File: src/rtl/systolic_pkg.sv
// Shared types and helpers for the systolic array feeder: FSM state encoding,
// flush length and lane slicing.
package systolic_pkg;

   typedef enum logic [1:0] {
      IDLE  = 2'd0,
      FEED  = 2'd1,
      FLUSH = 2'd2,
      DONE  = 2'd3
   } state_e;

   // Cycles for the last operand pair to reach PE(N-1,N-1) after it leaves the feeder.
   function automatic int flush_cycles(input int array_size);
      return 2 * (array_size - 1) + 1;
   endfunction

   function automatic int lane_lsb(input int lane, input int data_width);
      return lane * data_width;
   endfunction

   localparam int DEFAULT_ARRAY_SIZE = 4;
   localparam int FLUSH_CYCLES       = flush_cycles(DEFAULT_ARRAY_SIZE);

endpackage

File: src/rtl/skew_delay_line.sv
// Fixed-depth shift register used to delay one operand lane by DEPTH cycles.
module skew_delay_line #(
   parameter int DATA_WIDTH = 8,
   parameter int DEPTH      = 1
) (
   input  logic                  clk,
   input  logic                  rst,
   input  logic [DATA_WIDTH-1:0] din_i,
   output logic [DATA_WIDTH-1:0] dout_o
);

   logic [DATA_WIDTH-1:0] stage_q [DEPTH];

   // NOTE: every stage is reset, so an aborted job leaves no stale operands in flight.
   always_ff @(posedge clk or posedge rst) begin
      if (rst) begin
         for (int k = 0; k < DEPTH; k++) stage_q[k] <= '0;
      end else begin
         // NOTE: non-blocking assignments make each stage take its neighbour's old value.
         stage_q[0] <= din_i;
         for (int k = 1; k < DEPTH; k++) stage_q[k] <= stage_q[k-1];
      end
   end

   assign dout_o = stage_q[DEPTH-1];

endmodule

File: src/rtl/systolic_feeder.sv
// Transmit side of the PE grid interface: accepts A-column/B-row beats, skews
// lane i by i cycles and holds set_reg until the far-corner PE has its last pair.
module systolic_feeder
   import systolic_pkg::*;
#(
   parameter int DATA_WIDTH = 8,
   parameter int ARRAY_SIZE = 4,
   parameter int K_MAX      = 16
) (
   input  logic                             clk,
   input  logic                             rst,
   input  logic                             start,
   input  logic [$clog2(K_MAX+1)-1:0]       k_len,
   input  logic                             in_valid,
   output logic                             in_ready,
   input  logic [ARRAY_SIZE*DATA_WIDTH-1:0] a_vec,
   input  logic [ARRAY_SIZE*DATA_WIDTH-1:0] b_vec,
   output logic [ARRAY_SIZE*DATA_WIDTH-1:0] left_out,
   output logic [ARRAY_SIZE*DATA_WIDTH-1:0] top_out,
   output logic                             set_reg,
   output logic                             busy,
   output logic                             done
);

   localparam int KW      = $clog2(K_MAX+1);
   localparam int FW      = $clog2(2*ARRAY_SIZE);
   localparam int FLUSH_N = flush_cycles(ARRAY_SIZE);

   state_e          state_q, state_d;
   logic [KW-1:0]   k_len_q, k_len_d;
   logic [KW-1:0]   beat_q, beat_d;
   logic [FW-1:0]   flush_q, flush_d;
   logic            set_reg_q, set_reg_d;
   logic            accept;

   assign accept = (state_q == FEED) && in_valid;

   always_comb begin
      // NOTE: defaults first so no path through the case leaves a signal unassigned (no latches).
      state_d = state_q;
      k_len_d = k_len_q;
      beat_d  = beat_q;
      flush_d = flush_q;
      unique case (state_q)
         IDLE: begin
            if (start) begin
               if (k_len != '0) begin
                  k_len_d = k_len;
                  beat_d  = '0;
                  state_d = FEED;
               end else begin
                  state_d = DONE;
               end
            end
         end
         FEED: begin
            if (accept) begin
               beat_d = beat_q + 1'b1;
               if (KW'(beat_q + 1'b1) == k_len_q) begin
                  flush_d = '0;
                  state_d = FLUSH;
               end
            end
         end
         FLUSH: begin
            if (flush_q == FW'(FLUSH_N - 1)) state_d = DONE;
            else                             flush_d = flush_q + 1'b1;
         end
         DONE:    state_d = IDLE;
         default: state_d = IDLE;
      endcase
      // Held across bubbles; drops only once the flush window has fully elapsed.
      set_reg_d = accept || (set_reg_q && (state_d == FEED || state_d == FLUSH));
   end

   always_ff @(posedge clk or posedge rst) begin
      if (rst) begin
         state_q   <= IDLE;
         k_len_q   <= '0;
         beat_q    <= '0;
         flush_q   <= '0;
         set_reg_q <= 1'b0;
      end else begin
         state_q   <= state_d;
         k_len_q   <= k_len_d;
         beat_q    <= beat_d;
         flush_q   <= flush_d;
         set_reg_q <= set_reg_d;
      end
   end

   assign in_ready = (state_q == FEED);
   assign busy     = (state_q == FEED) || (state_q == FLUSH);
   assign done     = (state_q == DONE);
   assign set_reg  = set_reg_q;

   for (genvar i = 0; i < ARRAY_SIZE; i++) begin : g_lane
      logic [DATA_WIDTH-1:0] a_in, b_in;
      assign a_in = accept ? a_vec[lane_lsb(i, DATA_WIDTH) +: DATA_WIDTH] : '0;
      assign b_in = accept ? b_vec[lane_lsb(i, DATA_WIDTH) +: DATA_WIDTH] : '0;

      skew_delay_line #(.DATA_WIDTH(DATA_WIDTH), .DEPTH(i + 1)) u_skew_a (
         .clk    (clk),
         .rst    (rst),
         .din_i  (a_in),
         .dout_o (left_out[lane_lsb(i, DATA_WIDTH) +: DATA_WIDTH])
      );

      skew_delay_line #(.DATA_WIDTH(DATA_WIDTH), .DEPTH(i + 1)) u_skew_b (
         .clk    (clk),
         .rst    (rst),
         .din_i  (b_in),
         .dout_o (top_out[lane_lsb(i, DATA_WIDTH) +: DATA_WIDTH])
      );
   end

endmodule

File: config.mk
export PLATFORM = sky130hd
export DESIGN_NAME = systolic_feeder
export DESIGN_NICKNAME = d
export VERILOG_FILES = /design/src/rtl/systolic_pkg.sv /design/src/rtl/skew_delay_line.sv /design/src/rtl/systolic_feeder.sv
export SDC_FILE = /design/constraint.sdc
export NUM_CORES = 1
export LEC_CHECK = 0
export ABC_AREA = 1
export BUFFER_PORTS_ARGS = -buffer_cell sky130_fd_sc_hd__clkbuf_2
export CAP_MARGIN = 20
export CORE_MARGIN = 1
export CORE_UTILIZATION = 40
export DETAILED_ROUTE_END_ITERATION = 12
export PLACE_DENSITY = 0.72
export SLEW_MARGIN = 20
export SYNTH_ARGS = -nofsm -noshare
export SYNTH_HDL_FRONTEND = slang
export SYNTH_SLANG_ARGS = --single-unit
File: constraint.sdc
create_clock -name clk -period 4.5 [get_ports clk]
set_input_delay 0.225 -clock clk [delete_from_list [all_inputs] [get_ports clk]]
set_output_delay 0.225 -clock clk [all_outputs]
set_load 0.01 [all_outputs]
==> results of run 1 <==
logic make-up after synthesis:
group | Yosys count
AND/OR/NAND/NOR | 124
XOR/XNOR | 1
AO/OA/AOI/OAI | 20
flip-flops | 176
adder cells (fa/ha/maj) | 7
buffers and inverters | 144
multiplexers | 1
cell usage after synthesis:
master    count  share of area
o21ai_1       5         0.0043
ha_1          7          0.015
a211oi_1      1         0.0013
a21oi_1       2         0.0017
buf_2         1        0.00085
a21oi_2       1         0.0015
nand4_1       3         0.0032
nand2_2       4         0.0043
nand2_1      34          0.022
buf_1         4         0.0026
nand3_1       9         0.0077
clkbuf_1      3         0.0019
o211ai_1      1         0.0013
dfrtp_1     176           0.75
nor2_2        2         0.0021
buf_4        48          0.061
nor2_1       68          0.043
nand3b_1      2         0.0026
xnor2_1       1         0.0015
inv_1        82          0.052
o21ai_0       6         0.0051
nand4_2       1         0.0021
mux2_2        1         0.0019
inv_2         6         0.0038
o22ai_1       2         0.0021
o31ai_1       2         0.0026
nand3_2       1         0.0017
worst min path at each step:
stage | start | cells after the start | endpoint | slack [ns]
after floorplan | g_lane[1].u_skew_a.stage_q[8]$_DFF_PP0_ | 0 | g_lane[1].u_skew_a.dout_o[0]$_DFF_PP0_ | 0.33
after global placement | g_lane[2].u_skew_b.stage_q[14]$_DFF_PP0_ | 0 | g_lane[2].u_skew_b.dout_o[6]$_DFF_PP0_ | 0.33
after detailed placement | g_lane[1].u_skew_a.stage_q[14]$_DFF_PP0_ | 0 | g_lane[1].u_skew_a.dout_o[6]$_DFF_PP0_ | 0.33
after CTS | a_vec[17] | 3 | g_lane[2].u_skew_a.stage_q[17]$_DFF_PP0_ | 0.0004
after global routing | b_vec[17] | 3 | g_lane[2].u_skew_b.stage_q[17]$_DFF_PP0_ | 0.006
final | b_vec[17] | 3 | g_lane[2].u_skew_b.stage_q[17]$_DFF_PP0_ | 0.02
what timing repair did:
action / in CTS / in global routing
buffers inserted: 0 / 0
hold buffers: 54 / 0
endpoints found under the hold margin: 54 / 0
endpoints found under the setup margin: 0 / 0
gates resized for setup: 0 / 0
power groups by stage:
stage / clock network (mW) / registers [mW] / logic, mW
after detailed placement: 0 / 1.96 / 0.646
after CTS: 1.60 / 1.93 / 0.686
after global placement: 0 / 1.94 / 0.616
after floorplan: 0 / 1.94 / 0.498
after global routing: 1.67 / 1.95 / 0.769
final: 1.55 / 1.93 / 0.684
cell type report:
type,instances,area share
sequential,176,0.578
timing repair buffer,196,0.167
multi-input combinational,153,0.0982
clock buffer,19,0.0595
inverter,88,0.0439
tap,180,0.0296
clock inverter,13,0.0240
routing by layer:
| metal | up-vias | track usage | wire [microns] |
|---|---|---|---|
| met5 | - | 0 | 0 |
| met4 | 0 | 0.0655 | 214 |
| met3 | 17 | 0.0512 | 618 |
| met2 | 118 | 0.236 | 5030 |
| met1 | 1670 | 0.174 | 4240 |
| li1 | 1665 | - | - |
metrics by stage:
stage | setup WS [ns] | hold slack (ns) | std cells | util | power, mW
floorplan | 2.02 | 0.331 | 473 | - | 2.44
global placement | 2.67 | 0.331 | 739 | 0.457 | 2.56
detailed placement | 2.57 | 0.335 | 739 | 0.457 | 2.60
CTS | 2.57 | 0.000353 | 825 | 0.540 | 4.21
global route | 2.34 | 0.00607 | 825 | 0.540 | 4.40
finish | 2.57 | 0.0162 | 825 | 0.540 | 4.16
worst register-to-register path: stages, from the launching register on:
cell	delay [ns]
dfrtp_1	0.46
ha_1	0.33
inv_1	0.05
nand2_1	0.05
nand2_1	0.06
nor2_2	0.11
nand3_2	0.07
nor2_2	0.11
nand4_2	0.13
nand2_1	0.09
nand2_1	0.06
nand2_1	0.09
nand2_1	0.07
nand3_1	0.08
nand2_1	0.05
==> qor.yml, run 1 <==
run_status:
  status: "finished clean"
yosys:
  post_synthesis_compound_gate_area_fraction: 0.0198
  ys_warn_count: 0
  synthMuxAreaShare: 0.00192
  synth_area_per_cell_sq_um: 12.4
  synth_adder_area_share: 0.0149
  syn_nets: 553
  post_synth_and_or_nand_nor_area_fraction: 0.0889
  post_synth_xor_area_fraction: 0.00149
  mapped_cells: 473
  ys_types: 27
  synth_sequential_area_ratio: 0.750
  synth_seq_cells: 176
  netlist_area_sq_um: 5870
  synth_top_family_by_area: "buffers and inverters"
clock_tree:
  cts_clock_pin_slew_for_the_worst_setup_and_hold_paths_ns: 0.06
  number_of_buffers_created_by_cts: 17
  clkSinkCount: 176
  cts_tree: "yes"
  worst_skew_pair.late_latency_ns: 0.41
  cts_max_path_buffers: 2
  h_tree_level_count: 4
  clockRootBuffer: "clkbuf_16"
detailed_routing:
  number_of_nets_still_failing_antenna_checks_after_routing: 0
  via_per_inst: 4.21
  route.vias.total: 3470
  detail_route.wl_per_cell_microns: 12.2
  dr.first_iter.drc_count: 147
  drc: 0
  wl_microns: 10100
  firstDrtPassIters: 4
power:
  switching_power_mw: 1.11
  combPwrFrac: 0.164
  clkPwrFrac: 0.373
  netSwitchingFraction: 0.266
  p_int_mw: 3.05
  power_density_nw_per_um2: 546
  sequential_share_of_power: 0.463
  power.ir.vdd_worst_v: 0.000348
  cellLeakagePower_nw: 4.37
setup_path:
  setup.worst_path.start: "beat_q[0]$_DFFE_PP0P_"
  critical_path.max_fanout: 7
  data_arrival_at_the_endpoint_of_the_critical_path_ns: 2.21
  worstSetupPathDepth: 14
  setup.worst_path.start_class: "flip-flop"
  worstPathRequired_ns: 4.78
  crit_path_frequent_cell: "nand2_1"
  timing_worst_setup_path_type: "reg2reg"
  critPathBufInv: 1
  timing.reg2reg.worst_path_depth: 14
  worst-r2r-setup-slack_ns: 2.57
  endpoint_kind: "flip-flop"
  worst_setup_path_endpoint: "set_reg$_DFF_PP0_"
  timing.critical_path.cells: "ha_1 > inv_1 > nand2_1 > nand2_1 > nor2_2 > nand3_2 > nor2_2 > nand4_2 > nand2_1 > nand2_1 > nand2_1 > nand2_1 > nand3_1 > nand2_1"
  worstReg2RegEnd: "set_reg$_DFF_PP0_"
  cp_max_stage_delay_ns: 0.46
  slowest_cell_on_crit_path: "dfrtp_1"
  critPathTopFamily: "simple AND/OR/NAND/NOR gates"
  r2r-start: "beat_q[0]$_DFFE_PP0P_"
final_layout:
  layout.cells.most_common: "dfrtp_1"
  design_area_sq_um: 7620
  multiInputGateArea_sq_um: 748
  seqCellArea_sq_um: 4400
  num-fill-cells: 1189
  layout-drive-gt1-share: 0.298
  syn_to_final_growth_pct: 29.7
  insertedDiodeCount: 0
  reg.largest.list: "g_lane.u_skew_a.stage_q (48), g_lane.u_skew_b.stage_q (48)"
  fin_nets: 712
  mostFrequentLayoutCells: "dfrtp_1 (176), clkbuf_2 (140), inv_1 (81)"
floorplan:
  num_io_pins: 141
  die_span_y_microns: 123
  chipWidth_microns: 123
  starting_utilization_of_the_core_area: 0.417
  design.die.area_sq_um: 15200
  row_count: 43
  core_sq_um: 14100
sta:
  setup-violations-final: 0
  fmaxAchievable_ghz: 0.518
  finalWorstPathRequiredPeriod_ns: 1.93
  setup_repair_after_global_routing_missed_its_margin: "no"
  number_of_slew_limit_violations_in_the_final_report: 0
  finalSetupTns_ns: 0
  finalHoldViolations: 0
  maxSlewHeadroom: 0.390
  fin_worst_skew_ns: 0.00580
  worst-slew-pin-transition_ns: 0.916
  share_of_the_clock_period_used_by_the_worst_path_after_layout: 0.429
place:
  place_hpwl_microns: 6040
  gpl.final_weighted_congestion: 0.808
  post_dp_cell_area_sq_um: 6440
  port_buffers: 140
min_path:
  min_path_type: "in2reg"
global_route:
  maximum_number_of_pins_on_one_net_before_global_route_repair: 177
  number_of_global_route_vias_before_repair: 3555
  grt_util_all_layers: 0.146
  antenna_found_initial: 0
  grt_overflow: 0
  grt_pass1_wl_microns: 16500
job:
  max-cap-violations: 0
No activity file was read; power rests on OpenSTA's default activity.
==> run 2, diff against run 1 <==
clock period = 1.7 ns   (was 4.5 ns; I/O delays follow)
==> run 2 against run 1 <==
  * The flow now finishes with violations (negative setup slack)
  * Final cell count is 3.3% higher
  * Fmax is 8.2% higher
  * Die area stayed put
==> qor.yml, run 2 (same netlist as run 1, synthesis figures left out) <==
run_status:
  status: "complete, but fails checks"  # was finished clean
  violations: "negative setup slack"
final_layout:
  multiInputGateArea_sq_um: 812  # was 748 sq um
  syn_to_final_growth_pct: 34.8  # was 29.7%
  layout.cells.most_common: "dfrtp_1"  # unchanged
  layout-drive-gt1-share: 0.320  # was 0.298
  mostFrequentLayoutCells: "dfrtp_1 (176), clkbuf_2 (140), inv_1 (79)"  # was dfrtp_1 (176), clkbuf_2 (140), inv_1 (81)
  insertedDiodeCount: 0  # unchanged
  reg.largest.list: "g_lane.u_skew_a.stage_q (48), g_lane.u_skew_b.stage_q (48)"  # unchanged
  seqCellArea_sq_um: 4400  # unchanged
  num-fill-cells: 1150  # was 1,189
  fin_nets: 739  # was 712
power:
  power_density_nw_per_um2: 1410  # was 546 nW/um^2
  sequential_share_of_power: 0.457  # was 0.463
  power.ir.vdd_worst_v: 0.000957  # was 0.000348 V
  switching_power_mw: 3.21  # was 1.11 mW
  combPwrFrac: 0.201  # was 0.164
  clkPwrFrac: 0.343  # was 0.373
  cellLeakagePower_nw: 4.48  # was 4.37 nW
  netSwitchingFraction: 0.288  # was 0.266
  p_int_mw: 7.93  # was 3.05 mW
sta:
  fin_worst_skew_ns: 0.00999  # was 0.00580 ns
  finalSetupTns_ns: -0.255  # was 0 ns
  holdWs_ns: 0.0447  # was 0.0162 ns
  setup_repair_after_global_routing_missed_its_margin: "yes"  # was no
  finalHoldViolations: 0  # unchanged
  finalWorstPathRequiredPeriod_ns: 1.78  # was 1.93 ns
  number_of_slew_limit_violations_in_the_final_report: 0  # unchanged
  maxSlewHeadroom: 0.720  # was 0.390
  fmaxAchievable_ghz: 0.560  # was 0.518 GHz
  worst-slew-pin-transition_ns: 0.418  # was 0.916 ns
  share_of_the_clock_period_used_by_the_worst_path_after_layout: 1.05  # was 0.429
  setup-violations-final: 5  # was 0
  setup_ws_ns: -0.0845  # was 2.57 ns
min_path:
  worstHoldPathCells: 4  # was 3
  worstHoldStart: "in_valid"  # was b_vec[17]
  min_path_type: "in2reg"  # unchanged
  timing.hold.worst_endpoint: "beat_q[1]$_DFFE_PP0P_"  # was g_lane[2].u_skew_b.stage_q[17]$_DFF_PP0_
global_route:
  grt_util_all_layers: 0.147  # was 0.146
  antenna_found_initial: 0  # unchanged
  number_of_global_route_vias_before_repair: 3788  # was 3,555
  maximum_number_of_pins_on_one_net_before_global_route_repair: 73  # was 177
  grt_pass1_wl_microns: 16600  # was 16,500 microns
  grt_overflow: 0  # unchanged
clock_tree:
  cts_max_path_buffers: 2  # unchanged
  clockRootBuffer: "clkbuf_16"  # unchanged
  number_of_buffers_created_by_cts: 17  # unchanged
  worst_skew_pair.late_latency_ns: 0.42  # was 0.41 ns
  h_tree_level_count: 4  # unchanged
  clkSinkCount: 176  # unchanged
  cts_tree: "yes"  # unchanged
  cts_clock_pin_slew_for_the_worst_setup_and_hold_paths_ns: 0.07  # was 0.06 ns
floorplan:
  design.die.area_sq_um: 15200  # unchanged
  row_count: 43  # unchanged
  starting_utilization_of_the_core_area: 0.417  # unchanged
  die_span_y_microns: 123  # unchanged
  num_io_pins: 141  # unchanged
  core_sq_um: 14100  # unchanged
  chipWidth_microns: 123  # unchanged
detailed_routing:
  number_of_nets_still_failing_antenna_checks_after_routing: 0  # unchanged
  via_per_inst: 4.25  # was 4.21
  dr.first_iter.drc_count: 118  # was 147
  drc: 0  # unchanged
  detail_route.wl_per_cell_microns: 12.4  # was 12.2 microns
  wl_microns: 10500  # was 10,100 microns
  route.vias.total: 3625  # was 3,470
  firstDrtPassIters: 4  # unchanged
place:
  gpl.final_weighted_congestion: 0.825  # was 0.808
  pre_cts_ws_ns: -0.0934  # was 2.57 ns
  place_hpwl_microns: 6180  # was 6040 microns
  port_buffers: 140  # unchanged
setup_path:
  setup.worst_path.start: "beat_q[1]$_DFFE_PP0P_"  # was beat_q[0]$_DFFE_PP0P_
  timing_worst_setup_path_type: "reg2reg"  # unchanged
  setup.worst_path.start_class: "flip-flop"  # unchanged
  worstReg2RegEnd: "set_reg$_DFF_PP0_"  # unchanged
  r2r-start: "beat_q[1]$_DFFE_PP0P_"  # was beat_q[0]$_DFFE_PP0P_
  worstPathRequired_ns: 2.00  # was 4.78 ns
  worst-r2r-setup-slack_ns: -0.08  # was 2.57 ns
  timing.reg2reg.worst_path_depth: 12  # was 14
  critical_path.max_fanout: 3  # was 7
  endpoint_kind: "flip-flop"  # unchanged
  data_arrival_at_the_endpoint_of_the_critical_path_ns: 2.08  # was 2.21 ns
job:
  max-cap-violations: 0  # unchanged
-- run 2: cell types whose count changed in the layout (fill, tap and decap cells not counted), sizes merged --
cell / previous run / this run
clkinvlp: 1 / 2
clkinv: 6 / 4
dlygate4sd3: 54 / 70
buf: 2 / 13
inv: 90 / 94
bufinv: 4 / 1
-- run 2: metal layers --
layer / track usage / routed length, microns
met1: 0.165 / 4030
met2: 0.244 / 5600
met3: 0.0452 / 511
met4: 0.0941 / 399
met5: 0 / 0
-- run 2: worst max-delay path by stage --
stage | slack [ns] | endpoint | cells past startpoint
6_report | -0.08 | set_reg$_DFF_PP0_ | 12
5_1_grt | -0.21 | set_reg$_DFF_PP0_ | 14
3_5_place_dp | -0.09 | set_reg$_DFF_PP0_ | 14
3_3_place_gp | -0.02 | set_reg$_DFF_PP0_ | 14
4_1_cts | -0.09 | set_reg$_DFF_PP0_ | 12
2_1_floorplan | -0.64 | beat_q[0]$_DFFE_PP0P_ | 1
-- run 2: stage by stage --
step / util / power (mW) / std cells / area, sq um
after floorplan: - / 6.45 / 473 / 5880
after global placement: 0.462 / 6.84 / 746 / 6520
after detailed placement: 0.462 / 6.97 / 746 / 6520
after CTS: 0.557 / 11.1 / 851 / 7850
after global routing: 0.561 / 11.8 / 852 / 7910
final: 0.561 / 11.1 / 852 / 7910
-- run 2: worst max-delay path, stage by stage, from the launching register on --
cell and delay, ns:
dfrtp_1 0.41, ha_4 0.29, inv_2 0.04, nand2_1 0.04, nand2_1 0.05, nor2_2 0.08, nand3_2 0.08, nor2_4 0.13
nand4_4 0.11, a21oi_2 0.20, nand3_1 0.09, nand3_1 0.08, nand2_1 0.05
-- run 2: cell type report --
type | count | share of cell area
inverter | 88 | 0.0422
clock inverter | 13 | 0.0183
tap | 180 | 0.0285
timing repair buffer | 223 | 0.195
sequential | 176 | 0.557
clock buffer | 19 | 0.0572
multi-input combinational | 153 | 0.103
-- run 2: power by group through the flow --
stage	Sequential, mW	Combinational (mW)	Clock [mW]
after floorplan	5.13	1.32	0
after global placement	5.13	1.71	0
after detailed placement	5.16	1.80	0
after CTS	5.09	2.04	3.94
after global routing	5.15	2.48	4.12
final	5.09	2.23	3.82
-- run 2: what timing repair did --
item	4_1_cts	5_1_grt
endpoints found under the setup margin	3	11
hold buffers	70	0
pin swaps	9	2
endpoints found under the hold margin	245	0
buffers inserted	3	1
gates resized for setup	3	13
